File: config.mk
export PLATFORM = sky130hd
export DESIGN_NAME = muldiv_iter_unit
export DESIGN_NICKNAME = d
export VERILOG_FILES = /design/src/rtl/muldiv_iter_unit_pkg.sv /design/src/rtl/md_div_core.sv /design/src/rtl/muldiv_iter_unit.sv
export SDC_FILE = /design/constraint.sdc
export NUM_CORES = 2
export LEC_CHECK = 0
export CAP_MARGIN = 30
export CELL_PAD_IN_SITES_DETAIL_PLACEMENT = 1
export CELL_PAD_IN_SITES_GLOBAL_PLACEMENT = 2
export CORE_MARGIN = 4
export CORE_UTILIZATION = 38
export DETAILED_ROUTE_END_ITERATION = 8
export DONT_BUFFER_PORTS = 1
export GPL_TIMING_DRIVEN = 0
export HOLD_SLACK_MARGIN = 0.02
export PLACE_DENSITY = 0.88
export SLEW_MARGIN = 20
export SYNTH_ARGS = -nofsm -noshare
export SYNTH_HDL_FRONTEND = slang
export SYNTH_SLANG_ARGS = --single-unit
File: constraint.sdc
create_clock -name i_clk -period 8.1 [get_ports i_clk]
set_input_delay 0.81 -clock i_clk [delete_from_list [all_inputs] [get_ports i_clk]]
set_output_delay 0.81 -clock i_clk [all_outputs]
set_load 0.05 [all_outputs]
File: src/rtl/muldiv_iter_unit_pkg.sv
// muldiv_iter_unit_pkg: width codes, funct3 op codes, FSM states and operand-signedness helpers
// shared by the iterative multiply/divide unit.
package muldiv_iter_unit_pkg;
   localparam logic [1:0] XLEN_32B = 2'd1;
   localparam logic [1:0] XLEN_64B = 2'd2;
   localparam logic [2:0] MD_OP_MUL    = 3'd0;
   localparam logic [2:0] MD_OP_MULH   = 3'd1;
   localparam logic [2:0] MD_OP_MULHSU = 3'd2;
   localparam logic [2:0] MD_OP_MULHU  = 3'd3;
   localparam logic [2:0] MD_OP_DIV    = 3'd4;
   localparam logic [2:0] MD_OP_DIVU   = 3'd5;
   localparam logic [2:0] MD_OP_REM    = 3'd6;
   localparam logic [2:0] MD_OP_REMU   = 3'd7;
   typedef enum logic [1:0] {MD_ST_IDLE = 2'd0, MD_ST_CALC = 2'd1, MD_ST_DONE = 2'd2} md_st_e;
   function automatic logic op_a_signed(input logic [2:0] op);
      return !(op == MD_OP_MUL || op == MD_OP_MULHU || op == MD_OP_DIVU || op == MD_OP_REMU);
   endfunction
   function automatic logic op_b_signed(input logic [2:0] op);
      return op_a_signed(op) && op != MD_OP_MULHSU;
   endfunction
endpackage

File: src/rtl/md_div_core.sv
// md_div_core: one restoring-divide step; shifts the next dividend bit into the partial
// remainder, trial-subtracts the divisor and shifts the quotient bit in.
module md_div_core #(
   parameter int W = 32
) (
   input  logic [W-1:0] i_rem,
   input  logic [W-1:0] i_quo,
   input  logic [W-1:0] i_div,
   output logic [W-1:0] o_rem,
   output logic [W-1:0] o_quo
);
   logic [W:0] sh, diff;
   always_comb begin
      sh = {i_rem, i_quo[W-1]};
      diff = sh - {1'b0, i_div};
      o_rem = diff[W] ? sh[W-1:0] : diff[W-1:0];
      o_quo = {i_quo[W-2:0], ~diff[W]};
   end
endmodule

File: src/rtl/muldiv_iter_unit.sv
// muldiv_iter_unit: iterative RV M-extension unit, shift-add multiply and restoring divide at 1 bit/cycle.
// Define MULDIV_W_OPS_EN (64-bit only) to enable the RV64 *W forms via i_word.
module muldiv_iter_unit
   import muldiv_iter_unit_pkg::*;
#(
   parameter logic [1:0] XLEN      = XLEN_64B,
   parameter bit         FAST_ZERO = 1'b1
) (
   input  logic                          i_clk,
   input  logic                          i_rst,
   input  logic                          i_valid,
   output logic                          o_ready,
   input  logic [2:0]                    i_md_op,
   input  logic                          i_word,
   input  logic [(1<<(int'(XLEN)+4))-1:0] i_op_a,
   input  logic [(1<<(int'(XLEN)+4))-1:0] i_op_b,
   input  logic                          i_flush,
   output logic                          o_valid,
   input  logic                          i_ready,
   output logic [(1<<(int'(XLEN)+4))-1:0] o_result,
   output logic                          o_busy
);
   localparam int W = 1 << (int'(XLEN) + 4);
   localparam int CW = $clog2(W);
   md_st_e state_q, state_d;
   logic [CW-1:0] cnt_q, cnt_d;
   logic [2*W-1:0] p_q, p_d, p_n;
   logic [W-1:0] m_q, m_d, res_q, res_d, a_x, b_x, ma, mb, fast, dv, val, rem_n, quo_n;
   logic [W-1:0] prod_hi, unused_prod_lo;
   logic [W:0] sum;
   logic [2:0] op_q, op_d;
   logic neg_q, neg_d, word_q, word_d, word_in, sa, sb, b_zero, ovf;
`ifdef MULDIV_W_OPS_EN
   assign word_in = i_word;
   function automatic logic [W-1:0] sx(input logic [W-1:0] v, input logic w);
      return w ? {{(W-32){v[31]}}, v[31:0]} : v;
   endfunction
   function automatic logic [W-1:0] zx(input logic [W-1:0] v, input logic w);
      return w ? {{(W-32){1'b0}}, v[31:0]} : v;
   endfunction
`else
   logic unused_word;
   assign unused_word = i_word;
   assign word_in = 1'b0;
   function automatic logic [W-1:0] sx(input logic [W-1:0] v, input logic w);
      return w ? v : v;
   endfunction
   function automatic logic [W-1:0] zx(input logic [W-1:0] v, input logic w);
      return w ? v : v;
   endfunction
`endif
   md_div_core #(.W(W)) u_div (
      .i_rem(p_q[2*W-1:W]),
      .i_quo(p_q[W-1:0]),
      .i_div(m_q),
      .o_rem(rem_n),
      .o_quo(quo_n)
   );
   // p holds {accumulator, multiplier} for multiply and {remainder, quotient} for divide
   always_comb begin
      a_x = op_a_signed(i_md_op) ? sx(i_op_a, word_in) : zx(i_op_a, word_in);
      b_x = op_b_signed(i_md_op) ? sx(i_op_b, word_in) : zx(i_op_b, word_in);
      sa = op_a_signed(i_md_op) & a_x[W-1];
      sb = op_b_signed(i_md_op) & b_x[W-1];
      ma = sa ? -a_x : a_x;
      mb = sb ? -b_x : b_x;
      b_zero = b_x == '0;
      ovf = i_md_op[2] & op_b_signed(i_md_op) & (&b_x)
          & (a_x == (word_in ? sx(W'(32'h8000_0000), 1'b1) : {1'b1, {(W-1){1'b0}}}));
      fast = b_zero ? (i_md_op[1] ? a_x : '1) : (i_md_op[1] ? '0 : a_x);
      sum = {1'b0, p_q[2*W-1:W]} + (p_q[0] ? {1'b0, m_q} : '0);
      p_n = op_q[2] ? {rem_n, quo_n} : {sum, p_q[W-1:1]};
      {prod_hi, unused_prod_lo} = neg_q ? -p_n : p_n;
      dv = op_q[1] ? p_n[2*W-1:W] : p_n[W-1:0];
      val = op_q[2] ? (neg_q ? -dv : dv)
          : op_q == MD_OP_MUL ? (word_q ? p_n[W-1:0] >> 32 : p_n[W-1:0])
          : word_q ? '0 : prod_hi;
      state_d = state_q;
      cnt_d = cnt_q;
      p_d = p_q;
      m_d = m_q;
      res_d = res_q;
      op_d = op_q;
      neg_d = neg_q;
      word_d = word_q;
      if (state_q == MD_ST_IDLE && i_valid && !i_flush) begin
         op_d = i_md_op;
         word_d = word_in;
         neg_d = i_md_op[2] & i_md_op[1] ? sa : (sa ^ sb) & ~b_zero;
         m_d = i_md_op[2] ? mb : ma;
         p_d = {{W{1'b0}}, i_md_op[2] ? (word_in ? ma << 32 : ma) : mb};
         cnt_d = word_in ? CW'(31) : CW'(W-1);
         state_d = MD_ST_CALC;
         if (FAST_ZERO && i_md_op[2] && (b_zero || ovf)) begin
            res_d = sx(fast, word_in);
            state_d = MD_ST_DONE;
         end
      end else if (state_q == MD_ST_CALC) begin
         p_d = p_n;
         cnt_d = cnt_q - CW'(1);
         if (cnt_q == '0) begin
            res_d = sx(val, word_q);
            state_d = MD_ST_DONE;
         end
      end else if (state_q == MD_ST_DONE && i_ready) begin
         state_d = MD_ST_IDLE;
      end
      if (i_flush) state_d = MD_ST_IDLE;
   end
   always_ff @(posedge i_clk) begin
      if (i_rst) begin
         state_q <= MD_ST_IDLE;
         cnt_q <= '0;
         p_q <= '0;
         m_q <= '0;
         res_q <= '0;
         op_q <= '0;
         neg_q <= 1'b0;
         word_q <= 1'b0;
      end else begin
         state_q <= state_d;
         cnt_q <= cnt_d;
         p_q <= p_d;
         m_q <= m_d;
         res_q <= res_d;
         op_q <= op_d;
         neg_q <= neg_d;
         word_q <= word_d;
      end
   end
   assign o_ready = state_q == MD_ST_IDLE;
   assign o_valid = state_q == MD_ST_DONE;
   assign o_busy = state_q != MD_ST_IDLE;
   assign o_result = res_q;
endmodule
==> reports/metrics.yaml <==
postLayoutSetupSlackWorst_ps: -112
hold_viol_final: 0
vdd_ir_drop_max_uv: 125
p_leak_nw: 13.3
rsz0062_at_grt: "false"
synth.avg_cell_area_um2: 6.80
drive_gt1_share_pct: 7.16
grt_pass1_vias: 42500
synth-xor-area-share_pct: 8.11
arrival_ps: 8690
post-route-util_pct: 42.5
p_per_area_mw_per_mm2: 161
root_buffer: "clkbuf_16"
reg2reg_from: "op_q[2]"
routedWlPerCell_um: 39.3
status: "complete, but fails checks"
synth-seq-cells: 268
placedInstanceArea_mm2: 0.0356
drv_slew: 0
drcViolationCount: 0
synth_simple_gate_area_share_pct: 26.3
critPathLaunchType: "flop"
cp_top_family: "buffers and inverters"
dr.pass1.iters: 7
r2r_slack_ps: -110
synth_area_mm2: 0.0337
violations: "setup timing"
drtAntennaViolNets: 0
synth_top_family_by_area: "compound AO/OA/AOI/OAI gates"
critPathSlowestCell: "dfxtp_2"
clock_latency_ps: 580
die-height_um: 306
r2r_end: "o_result[48]"
ys_types: 117
grt_pass1_wl_um: 334000
overflow: 0
grt_use_total_pct: 49.9
syn-num-nets: 5226
final.setup_skew_ps: 23.5
antenna_found_initial: 12
min_from: "i_flush"
dp_hpwl_um: 205000
p_total_mw: 5.98
mostFrequentLayoutCells: "nor2_1, nand2_1, a21oi_1"
cp_max_fo: 19
period_minus_slack_ps: 8210
critPathMaxStageDelay_ps: 670
synth_edf_count: 0
area_delta_synth_final_pct: 10.2
wirelength_um: 245000
nets: 5315
critPathRequiredTime_ps: 8580
holdPathStages: 1
ys_seq_area_share_pct: 15.9
via_count: 43700
final-setup-viol-count: 8
whs_endpoint: "state_q[0]"
drt_iter0_markers: 5710
min_period_over_period_pct: 101
tightest_slew_ps: 1140
port_buffers: 0
setup_tns_ps: -334
min_path_type: "input port to flop"
cp.buffers_inverters: 10
cts_hold_buffers: 0
stdcell_area_mm2: 0.0371
dieArea_mm2: 0.0935
drt-vias-per-instance: 7.01
path_class: "flop to flop"
start_util_pct: 38.6
synthArstFlopShare_pct: 0
htreeDepth: 2
std_cell_rows: 108
reg2reg_depth: 22
die_w_um: 306
final_common_cell: "nor2_1"
tritoncts: "built"
clkTransAtPathRegs_ps: 60
synth_mux_area_share_pct: 3.64
clockBufferDepth: 3
grt_max_degree: 20
core_region_area_mm2: 0.0873
yosys.area_share.adder_pct: 6.43
maxCapViolations: 0
clock-sinks: 268
cp-end-kind: "flop"
ys.flop_type: "dfxtp_1"
gp_congestion: 1.09
io_pins: 204
maxSlewHeadroom_pct: 22.0
cts-buffers-inserted: 34
synth_compound_area_share_pct: 33.7
max_freq_ghz: 0.122
yosysWarningCount: 0
crit_chain: "clkinv_1 > clkbuf_2 > clkbuf_2 > clkbuf_1 > buf_8 > buf_1 > buf_1 > buf_1 > buf_8 > nand2_1 > nand2_1 > o21ai_0 > ha_1 > o31ai_1 > nor4b_4 > and3_1 > nand4_2 > buf_6 > o31ai_1 > xor2_1 > nand2_1 > a211oi_1"
syn-instance-count: 4953
==> per-layer routing <==
| layer | track usage (%) | part of all wire (%) |
|---|---|---|
| met3 | 18.2 | 12 |
| met1 | 58.4 | 37 |
| met4 | 41.4 | 10 |
| met5 | 0 | 0.038 |
| met2 | 72.7 | 40 |
==> layout make-up <==
type | instances | area, um2
Clock buffer | 50 | 1030
Multi-Input combinational cell | 4184 | 26400
Tap cell | 1155 | 1450
Sequential cell | 268 | 5370
Inverter | 140 | 529
Antenna cell | 7 | 17.5
Clock inverter | 11 | 163
Timing Repair Buffer | 61 | 598
Fill cell | 11400 | 50200
Buffer | 353 | 1520
==> cells in the mapped netlist, drive strengths merged, types with 24 or more instances <==
master  number  share of area (%)
nand4       92                1.8
buf         90                1.4
mux2        51                1.7
nor3       181                2.8
a22oi       45                1.0
inv        138                1.5
a221oi      43                1.2
xor2       128                3.3
nor4        67                1.4
a31oi       68                1.3
nor2       563                6.3
o31ai       64                1.5
maj3        45                1.3
o22ai       25               0.48
xnor2      184                4.8
clkbuf     271                3.0
o21ai      276                4.1
or3         39               0.72
and3        29               0.55
a21o        66                1.5
a311oi      35               0.95
nand2      559                6.2
ha         134                5.0
dfxtp      268                 16
a211oi     146                3.4
a21boi      25               0.56
o211ai     121                2.7
nand2b      32               0.59
mux2i       56                1.7
nand3       92                1.4
or4         28               0.64
o21a        40               0.89
a21oi      539                8.1
o41ai       24               0.78
and2        95                1.8
==> flip-flops by register name (all words and copies together) (netlist names) <==
| name | cells |
|---|---|
| o_result | 64 |
| state_q | 2 |
| neg_q | 1 |
| op_q | 3 |
| cnt_q | 6 |
| m_q | 64 |
| p_q | 128 |
==> what timing repair did <==
item,CTS,global route
resized for setup,25,23
buffers inserted,0,6
endpoints found under the setup margin,81,31
pin swaps,0,2
gates cloned,0,0
==> through the flow <==
stage | worst slack (ps) | instances | hold WS, ps
after floorplan | 2370 | 4953 | 440
after global placement | -3800 | 6108 | 498
after detailed placement | -2890 | 6146 | 512
after CTS | 7.25 | 6201 | 294
after global routing | 12.8 | 6222 | 301
final | -112 | 6229 | 308
==> power by group <==
group	switching [mW]	internal, mW	total [mW]	leakage, nW
Clock	0.737	0.987	1.72	0.586
Combinational	1.94	0.756	2.70	10.6
Sequential	0.184	1.38	1.56	2.18
==> cells by family after synthesis <==
kind of cell	after synthesis
multiplexers	111
adder cells (fa/ha/maj)	181
buffers and inverters	501
XOR/XNOR	312
AO/OA/AOI/OAI	1712
flip-flops	268
AND/OR/NAND/NOR	1868
==> how the worst max path moves through the flow <==
stage | from | end | slack (ps) | cells after the start
5_1_grt | m_q[52] | o_result[58] | 10 | 29
3_5_place_dp | op_q[2] | o_result[36] | -2890 | 22
3_3_place_gp | op_q[2] | o_result[18] | -3800 | 22
6_report | op_q[2] | o_result[48] | -110 | 22
2_1_floorplan | p_q[63] | o_result[58] | 2370 | 28
4_1_cts | p_q[63] | o_result[48] | 7 | 27
No activity file was read; power rests on OpenSTA's default activity.
